==> config.mk <==
export PLATFORM = sky130hd
export DESIGN_NAME = qspi_pad_arbiter
export DESIGN_NICKNAME = d
export VERILOG_FILES = /design/src/rtl/qspi_pad_arbiter.sv
export SDC_FILE = /design/constraint.sdc
export NUM_CORES = 1
export LEC_CHECK = 0
export ABC_CLOCK_PERIOD_IN_PS = 2550
export BUFFER_PORTS_ARGS = -buffer_cell sky130_fd_sc_hd__buf_2
export CORE_UTILIZATION = 43
export CTS_CLUSTER_SIZE = 30
export DETAILED_ROUTE_END_ITERATION = 8
export PLACE_DENSITY = 0.79
export SLEW_MARGIN = 20
export SYNTH_ARGS = -nofsm -noshare
export SYNTH_HDL_FRONTEND = slang
export SYNTH_SLANG_ARGS = --single-unit
export TNS_END_PERCENT = 5
==> constraint.sdc <==
create_clock -name clk_16M -period 2.55 [get_ports clk_16M]
set_clock_uncertainty 0.15 [all_clocks]
set_input_delay 0.765 -clock clk_16M [delete_from_list [all_inputs] [get_ports clk_16M]]
set_output_delay 0.765 -clock clk_16M [all_outputs]
set_load 0.02 [all_outputs]
==> src/rtl/qspi_pad_arbiter.sv <==
// Shares the QSPI flash pads between the SoC qspi0 master and an FPGA-side auxiliary master.
// Define QSPI_ARB_TIMEOUT_EN to build the MAX_HOLD forced release and the hold_timeout flag.
module qspi_pad_arbiter #(
    parameter int IDLE_MIN = 16,
    parameter int GUARD    = 4,
    parameter int MAX_HOLD = 65535
) (
    input  logic       clk_16M,
    input  logic       reset_periph,
    input  logic       soc_sck,
    input  logic       soc_cs,
    input  logic [3:0] soc_dq_o,
    input  logic [3:0] soc_dq_oe,
    output logic [3:0] soc_dq_i,
    input  logic       aux_req,
    output logic       aux_gnt,
    input  logic       aux_sck,
    input  logic       aux_cs,
    input  logic [3:0] aux_dq_o,
    input  logic [3:0] aux_dq_oe,
    output logic [3:0] aux_dq_i,
    output logic       pad_sck,
    output logic       pad_cs,
    output logic [3:0] pad_dq_o,
    output logic [3:0] pad_dq_oe,
    input  logic [3:0] pad_dq_i,
    output logic       conflict,
    input  logic       conflict_clr,
    output logic       hold_timeout
);
    localparam int IW = $clog2(IDLE_MIN + 1);
    localparam int GW = $clog2(GUARD + 1);

    typedef enum logic [2:0] {SOC, WAIT_IDLE, GUARD_A, AUX, GUARD_S} state_t;

    state_t        state, state_nx;
    logic [IW-1:0] idle_cnt, idle_cnt_nx;
    logic [GW-1:0] gcnt, gcnt_nx;
    logic          rearm;
    logic          timeout_hit;

`ifdef QSPI_ARB_TIMEOUT_EN
    logic [15:0] hold_cnt;

    // hold_cnt sits at 0 outside AUX, so it restarts on every entry.
    assign timeout_hit = (state == AUX) && aux_req && (hold_cnt == 16'(MAX_HOLD - 1));

    always_ff @(posedge clk_16M) begin
        if (reset_periph) begin
            hold_cnt     <= '0;
            hold_timeout <= 1'b0;
        end else begin
            hold_cnt <= (state == AUX) ? hold_cnt + 16'd1 : 16'd0;
            if (timeout_hit)
                hold_timeout <= 1'b1;
        end
    end
`else
    assign timeout_hit  = 1'b0;
    assign hold_timeout = 1'b0;
`endif

    always_ff @(posedge clk_16M) begin
        if (reset_periph) begin
            state    <= SOC;
            idle_cnt <= '0;
            gcnt     <= '0;
            rearm    <= 1'b1;
            conflict <= 1'b0;
        end else begin
            state    <= state_nx;
            idle_cnt <= idle_cnt_nx;
            gcnt     <= gcnt_nx;
            // A forced release stays latched until A has let go of its request.
            if (!aux_req)
                rearm <= 1'b1;
            else if (timeout_hit)
                rearm <= 1'b0;
            if ((state == GUARD_A || state == AUX || state == GUARD_S) && !soc_cs)
                conflict <= 1'b1;
            else if (conflict_clr)
                conflict <= 1'b0;
        end
    end

    always_comb begin
        state_nx    = state;
        idle_cnt_nx = idle_cnt;
        gcnt_nx     = gcnt;
        case (state)
            SOC: begin
                if (aux_req && rearm) begin
                    state_nx    = WAIT_IDLE;
                    idle_cnt_nx = '0;
                end
            end
            WAIT_IDLE: begin
                if (!aux_req) begin
                    state_nx = SOC;
                end else if (!soc_cs) begin
                    idle_cnt_nx = '0;
                end else if (idle_cnt == IW'(IDLE_MIN - 1)) begin
                    state_nx = GUARD_A;
                    gcnt_nx  = '0;
                end else begin
                    idle_cnt_nx = idle_cnt + 1'b1;
                end
            end
            GUARD_A: begin
                if (!aux_req) begin
                    state_nx = GUARD_S;
                    gcnt_nx  = '0;
                end else if (gcnt == GW'(GUARD - 1)) begin
                    state_nx = AUX;
                end else begin
                    gcnt_nx = gcnt + 1'b1;
                end
            end
            AUX: begin
                if (!aux_req || timeout_hit) begin
                    state_nx = GUARD_S;
                    gcnt_nx  = '0;
                end
            end
            GUARD_S: begin
                if (gcnt == GW'(GUARD - 1))
                    state_nx = SOC;
                else
                    gcnt_nx = gcnt + 1'b1;
            end
            default: state_nx = SOC;
        endcase
    end

    assign aux_gnt = (state == AUX);

    // Zero-latency mux from registered state; guards park the pads deselected and undriven.
    always_comb begin
        pad_sck   = soc_sck;
        pad_cs    = soc_cs;
        pad_dq_o  = soc_dq_o;
        pad_dq_oe = soc_dq_oe;
        soc_dq_i  = pad_dq_i;
        aux_dq_i  = 4'hF;
        case (state)
            AUX: begin
                pad_sck   = aux_sck;
                pad_cs    = aux_cs;
                pad_dq_o  = aux_dq_o;
                pad_dq_oe = aux_dq_oe;
                soc_dq_i  = 4'hF;
                aux_dq_i  = pad_dq_i;
            end
            GUARD_A, GUARD_S: begin
                pad_sck   = 1'b0;
                pad_cs    = 1'b1;
                pad_dq_o  = 4'h0;
                pad_dq_oe = 4'h0;
                soc_dq_i  = 4'hF;
            end
            default: ;
        endcase
    end
endmodule

==> reports/results.ini, run 1 <==
[logic_synthesis]
ys_warn_count = 0
syn_avg_cell_area_sq_um = 7.99
syn-num-nets = 138
syn_inst = 107
syn-cell-area_sq_um = 855
ys_seq_area_share_pct = 28.1
synth_cell_types = 37
yosys_register_bits = 12

[power_and_ir_drop]
ir_drop_mv = 0.255
powerDensity_nw_per_um2 = 344
power_mw = 0.386
p_leak_nw = 0.536

[sta]
fin_ws_ns = 0.124
fmax_mhz = 412
fin_crit_ns = 2.43
finalMaxSlewViolations = 0
setup-violations-final = 0
finalHoldViolCount = 0
rsz0062_at_grt = false
setup_tns_ns = 0
post-route-period-util_pct = 95.1

[die]
fp.coreArea_sq_um = 1800
num_io_pins = 49
die_y_microns = 46.6
dieArea_sq_um = 2170
die_x_microns = 46.6
rows = 15
initial_core_util_pct = 47.4

[placed_design]
place_congestion = 0.820
port_buffers = 47
dpl.hpwl_mm = 1.71
place_ws_ns = 0.147

[routing]
vias_per_cell = 5.29
drc_errors = 0
antenna_left = 0
dr.pass1.iters = 4
post_drt_wl_per_cell_microns = 12.3
drt-initial-drc-count = 19
vias = 936
wirelength_mm = 2.17

[flow_run]
drv_cap = 0

[cells_and_area]
synthToLayoutAreaGrowth_pct = 31.3
nets = 185
final_cell_mix = buf_2 (47), nor2_1 (13), nand2b_1 (11)
antenna_cells = 0
layout_commonest_cell = buf_2
drive_above_1_share_pct = 38.8
n_fill_cell = 181
fin_util_pct = 62.3
multi_input_area_sq_um = 552
seqCellArea_sq_um = 244

[critical_path]
critical_path_required_ns = 1.64
cp-start-kind = flop
arrival_ns = 1.51
setup.worst_path.end_class = output pin
cp_max_fo = 15
worst-setup-path-type = reg2out

[global_routing]
grt_pass1_wl_mm = 2.95
gr-usage-all-layers_pct = 20.1
grt_start_max_net_pins = 16
overflow = 0
antenna_found_initial = 0
grt_pass1_vias = 720

[outcome]
status = finished clean

[clock_network]
hold_buffers = 0
numCtsBuffers = 3
clockRootBuffer = clkbuf_4
clkSinkCount = 12
h-tree-depth = 1
clkTransAtPathRegs_ns = 0.07
cts_tree = built
insertion_delay_ns = 0.28
cts_max_path_buffers = 2
post_cts_buffers = 0

[min_path]
hp-class = reg2reg

[critical path, cell delays in order, from the launching register on]
cell and delay (ns):
dfxtp_2 0.39, nand2b_1 0.22, nor2_2 0.04, buf_4 0.18, a22o_1 0.24, buf_2 0.16
[worst paths after layout]
path                                   from          end  slack (ns)  cells after the start
worst min-delay path               conflict     conflict        0.36                      2
worst max-delay path               state[2]  pad_dq_o[0]        0.12                      5
worst max register to register  idle_cnt[0]  idle_cnt[3]        0.62                      7
worst min register to register     conflict     conflict        0.36                      2
[metal layers]
metal  vias to the layer above  share of wire (%)  GRT usage, %  wire, microns
met5                         -                  0             0              0
li1                        472                  -             -              -
met1                       417                 41          21.5            885
met4                         0                1.8          10.6             40
met3                         5                9.0          6.27            195
met2                        42                 48          34.7           1050
[power by group]
group	switching, mW	total, mW	internal, mW
sequential	0.00300	0.192	0.189
combinational	0.0413	0.0785	0.0371
clock	0.0609	0.116	0.0548
[per-stage QoR]
stage | cell area, sq um | hold WS, ns | instances
3_5_place_dp | 1090 | 0.347 | 174
5_1_grt | 1120 | 0.385 | 177
2_1_floorplan | 855 | 0.315 | 107
4_1_cts | 1120 | 0.359 | 177
3_3_place_gp | 1090 | 0.314 | 174
6_report | 1120 | 0.358 | 177
[cells in the mapped netlist (all sizes together)]
library cell / count / area [sq um]
a211oi: 1 / 7.51
a21oi: 6 / 30.0
a22o: 9 / 78.8
a22oi: 4 / 30.0
a2bb2oi: 2 / 17.5
a31o: 1 / 8.76
a31oi: 1 / 6.26
a32o: 1 / 10.0
a32oi: 1 / 8.76
and3: 1 / 6.26
buf: 5 / 36.3
clkbuf: 1 / 3.75
conb: 1 / 3.75
dfxtp: 12 / 240
ha: 3 / 37.5
inv: 8 / 30.0
mux2i: 1 / 10.0
nand2: 4 / 15.0
nand2b: 11 / 68.8
nand3: 1 / 5.00
nand3b: 4 / 30.0
nand4: 1 / 6.26
nand4b: 1 / 8.76
nor2: 14 / 55.1
nor2b: 1 / 6.26
nor3: 3 / 26.3
nor3b: 1 / 7.51
nor4: 1 / 6.26
o21a: 1 / 7.51
o21ai: 3 / 15.0
or3: 1 / 11.3
or3b: 2 / 20.0
[kinds of logic (layout without fill, tap and decap cells)]
kind of cell             Yosys count  count (layout)  share of synthesized area [%]
AO/OA/AOI/OAI                     30              30                           25.8
flip-flops                        12              12                           28.1
adder cells (fa/ha/maj)            3               3                           4.39
other                              1               1                          0.439
buffers and inverters             14              59                           8.20
AND/OR/NAND/NOR                   46              46                           31.9
multiplexers                       1               1                           1.17
[sequential cells by signal, summed over array words and instances, names as in the netlist]
register and cells:
gcnt 3, state 3, idle_cnt 5, conflict 1
[repair_timing]
action	4_1_cts	5_1_grt
gates resized for setup	2	3
setup endpoints to repair	14	10
gates cloned	0	0
pin swaps	0	0
[cell type report]
cell class	instances	area share (%)
Clock buffer	3	2.01
Timing Repair Buffer	48	21.6
Inverter	8	2.68
Sequential cell	12	21.7
Tap cell	25	2.79
Multi-Input combinational cell	81	49.2
Power figures use the tool's default switching activity.
==> run 2, diff against run 1 <==
--- a/config.mk
+++ b/config.mk
@@ -7,10 +7,11 @@
 export LEC_CHECK = 0
 export ABC_CLOCK_PERIOD_IN_PS = 2550
 export BUFFER_PORTS_ARGS = -buffer_cell sky130_fd_sc_hd__buf_2
-export CORE_UTILIZATION = 43
+export CORE_UTILIZATION = 45
+export CTS_BUF_LIST = sky130_fd_sc_hd__clkbuf_4
 export CTS_CLUSTER_SIZE = 30
 export DETAILED_ROUTE_END_ITERATION = 8
-export PLACE_DENSITY = 0.79
+export PLACE_DENSITY = 0.82
 export SLEW_MARGIN = 20
 export SYNTH_ARGS = -nofsm -noshare
 export SYNTH_HDL_FRONTEND = slang
==> constraint.sdc (replaced) <==
create_clock -name clk_16M -period 2.55 [get_ports clk_16M]
set_clock_uncertainty 0.15 [all_clocks]
set_input_delay 0.51 -clock clk_16M [delete_from_list [all_inputs] [get_ports clk_16M]]
set_output_delay 0.51 -clock clk_16M [all_outputs]
set_load 0.02 [all_outputs]
==> run 2 against run 1 <==
  * Sequential share of layout area is 0.17 points lower
  * Core utilization is 1.5 points higher
  * Routed wire length is 9.3% lower
  * Power is 2.5% higher
  * Via count is 0.75% lower
  * Worst setup slack better by 0.077 ns
  * Count of clock-buffer cells in the layout stayed put
  * Sequential cell count stayed put
  * Worst hold slack worse by 0.013 ns
  * Critical path depth is 1 lower
  * Maximum frequency is 3.3% higher
  * Combinational power is 2% lower
  * Critical path type unchanged
  * Largest power group unchanged
  * Highest routed layer unchanged
==> reports/results.ini, run 2 (synthesized netlist as in run 1, its figures left out) <==
[placed_design]
port_buffers = 47  ; unchanged
place_congestion = 0.868  ; +5.8%
dpl.hpwl_mm = 1.55  ; -9.5%

[sta]
finalMaxSlewViolations = 0  ; unchanged
holdWs_ns = 0.345  ; -0.0127 ns
setup-violations-final = 0  ; unchanged
rsz0062_at_grt = false
finalHoldViolCount = 0  ; unchanged
setup_tns_ns = 0  ; unchanged
fmax_mhz = 426  ; +3.3%
fin_crit_ns = 2.35  ; -0.0767 ns
post-route-period-util_pct = 92.1  ; -3.0 points

[routing]
wirelength_mm = 1.97  ; -9.3%
vias_per_cell = 5.25  ; -0.75%
drc_errors = 0  ; unchanged
drt-initial-drc-count = 11  ; -8
post_drt_wl_per_cell_microns = 11.1  ; -9.3%
antenna_left = 0  ; unchanged
vias = 929  ; -0.75%
dr.pass1.iters = 4  ; unchanged

[critical_path]
path_cells = nand2b_1, o21a_2, a22o_1, buf_2
worst_path_max_delay_cell = dfxtp_1
cp-start-kind = flop
cp_top_family = compound AO/OA/AOI/OAI gates
path_buf_inv = 1  ; -1
critical-path-max-stage-delay_ns = 0.47  ; +0.08 ns
arrival_ns = 1.69  ; +0.18 ns
setup.worst_path.end_class = output pin
cp_max_fo = 15  ; unchanged
worst-setup-path-type = reg2out
critical_path_required_ns = 1.89  ; +0.25 ns

[power_and_ir_drop]
power_switching_mw = 0.113  ; +7.7%
switching_share_pct = 28.6  ; +1.4 points
p_leak_nw = 0.530  ; -1.2%
p_int_mw = 0.282  ; +0.60%
seq_power_share_pct = 48.3  ; -1.4 points
combPwrFrac_pct = 19.5  ; -0.8 points
powerDensity_nw_per_um2 = 355  ; +3.4%
clockPowerShare_pct = 32.1  ; +2.1 points
ir_drop_mv = 0.251  ; -1.3%

[cells_and_area]
top_regs = idle_cnt x5, gcnt x3, state x3
drive_above_1_share_pct = 36.2  ; -2.6 points
nets = 184  ; -0.54%
regMostFlops = idle_cnt
final_cell_mix = buf_2 (47), nor2_1 (13), dfxtp_1 (12)
largest_reg_flops = 5  ; unchanged
layout_commonest_cell = buf_2
antenna_cells = 0  ; unchanged
synthToLayoutAreaGrowth_pct = 30.3

[die]
die_x_microns = 45.6  ; -2.1%
initial_core_util_pct = 49.0  ; +1.5 points
rows = 15  ; unchanged
num_io_pins = 49  ; unchanged
dieArea_sq_um = 2080  ; -4.2%
die_y_microns = 45.6  ; -2.1%
fp.coreArea_sq_um = 1750  ; -3.1%

[clock_network]
clockRootBuffer = clkbuf_4
h-tree-depth = 1  ; unchanged
cts_max_path_buffers = 2  ; unchanged
insertion_delay_ns = 0.28  ; about the same
numCtsBuffers = 3  ; unchanged
post_cts_buffers = 0  ; unchanged
cts_tree = built
clkTransAtPathRegs_ns = 0.08  ; about the same
clkSinkCount = 12  ; unchanged

[outcome]
status = finished clean

[global_routing]
grt_start_max_net_pins = 16  ; unchanged
antenna_found_initial = 0  ; unchanged
grt_pass1_vias = 729  ; +1.3%
overflow = 0  ; unchanged
grt_pass1_wl_mm = 2.88  ; -2.1%
gr-usage-all-layers_pct = 19.2  ; -0.87 points

[min_path]
hp-class = reg2reg

[flow_run]
drv_cap = 0  ; unchanged

-- run 2: cell count changes in the layout (fill, tap and decap cells not counted) --
cell	before	now
nor2_2	1	0
clkinv_1	0	1
dfxtp_2	3	0
dfxtp_1	9	12
o21a_2	0	1
nor2_4	0	1
o21a_4	1	0
buf_4	1	0
-- run 2: power by group through the flow --
stage / registers [mW] / clock network [mW] / logic [mW]
finish: 0.191 / 0.127 / 0.0773
global route: 0.192 / 0.135 / 0.0841
CTS: 0.191 / 0.125 / 0.0773
detailed placement: 0.196 / 0 / 0.0772
global placement: 0.196 / 0 / 0.0762
floorplan: 0.194 / 0 / 0.0452
-- run 2: routing by layer --
layer / vias to the layer above / GRT usage [%] / part of all wire, %
li1: 473 / - / -
met1: 409 / 21.3 / 42
met2: 42 / 34.0 / 47
met3: 5 / 2.78 / 8.8
met4: 0 / 12.1 / 2.0
met5: - / 0 / 0
-- run 2: cell type report --
| type | count | area [sq um] |
|---|---|---|
| multi-input combinational | 81 | 551 |
| clock buffer | 3 | 22.5 |
| timing repair buffer | 47 | 235 |
| fill | 148 | 632 |
| tap | 25 | 31.3 |
| inverter | 8 | 30.0 |
| clock inverter | 1 | 3.75 |
| sequential | 12 | 240 |
-- run 2: metrics by stage --
stage	std cells	instance area, sq um	util (%)	total power [mW]	worst slack [ns]
5_1_grt	177	1110	63.8	0.410	0.0624
2_1_floorplan	107	855	-	0.239	0.537
3_5_place_dp	173	1080	61.9	0.273	0.398
6_report	177	1110	63.8	0.396	0.200
3_3_place_gp	173	1080	61.9	0.272	0.466
4_1_cts	177	1110	63.4	0.394	0.0995
-- run 2: final timing paths --
| kind | start | to | slack, ns | depth (start not counted) |
|---|---|---|---|---|
| worst max-delay path | state[2] | pad_dq_oe[1] | 0.20 | 4 |
| worst min-delay path | conflict | conflict | 0.35 | 2 |
| worst max register to register | idle_cnt[0] | idle_cnt[3] | 0.60 | 7 |
| worst min register to register | conflict | conflict | 0.35 | 2 |
-- run 2: worst register-to-register path, delay by kind of cell, from the launching register on --
family | cells | cell delay [ns]
simple gates | 3 | 0.49
compound gates | 2 | 0.39
flops | 1 | 0.34
fa+ha+maj | 2 | 0.48
-- run 2: what timing repair did --
| action | in CTS | in global routing |
|---|---|---|
| endpoints found under the setup margin | 0 | 10 |
| hold buffers | 0 | 0 |
| resized for setup | 0 | 2 |
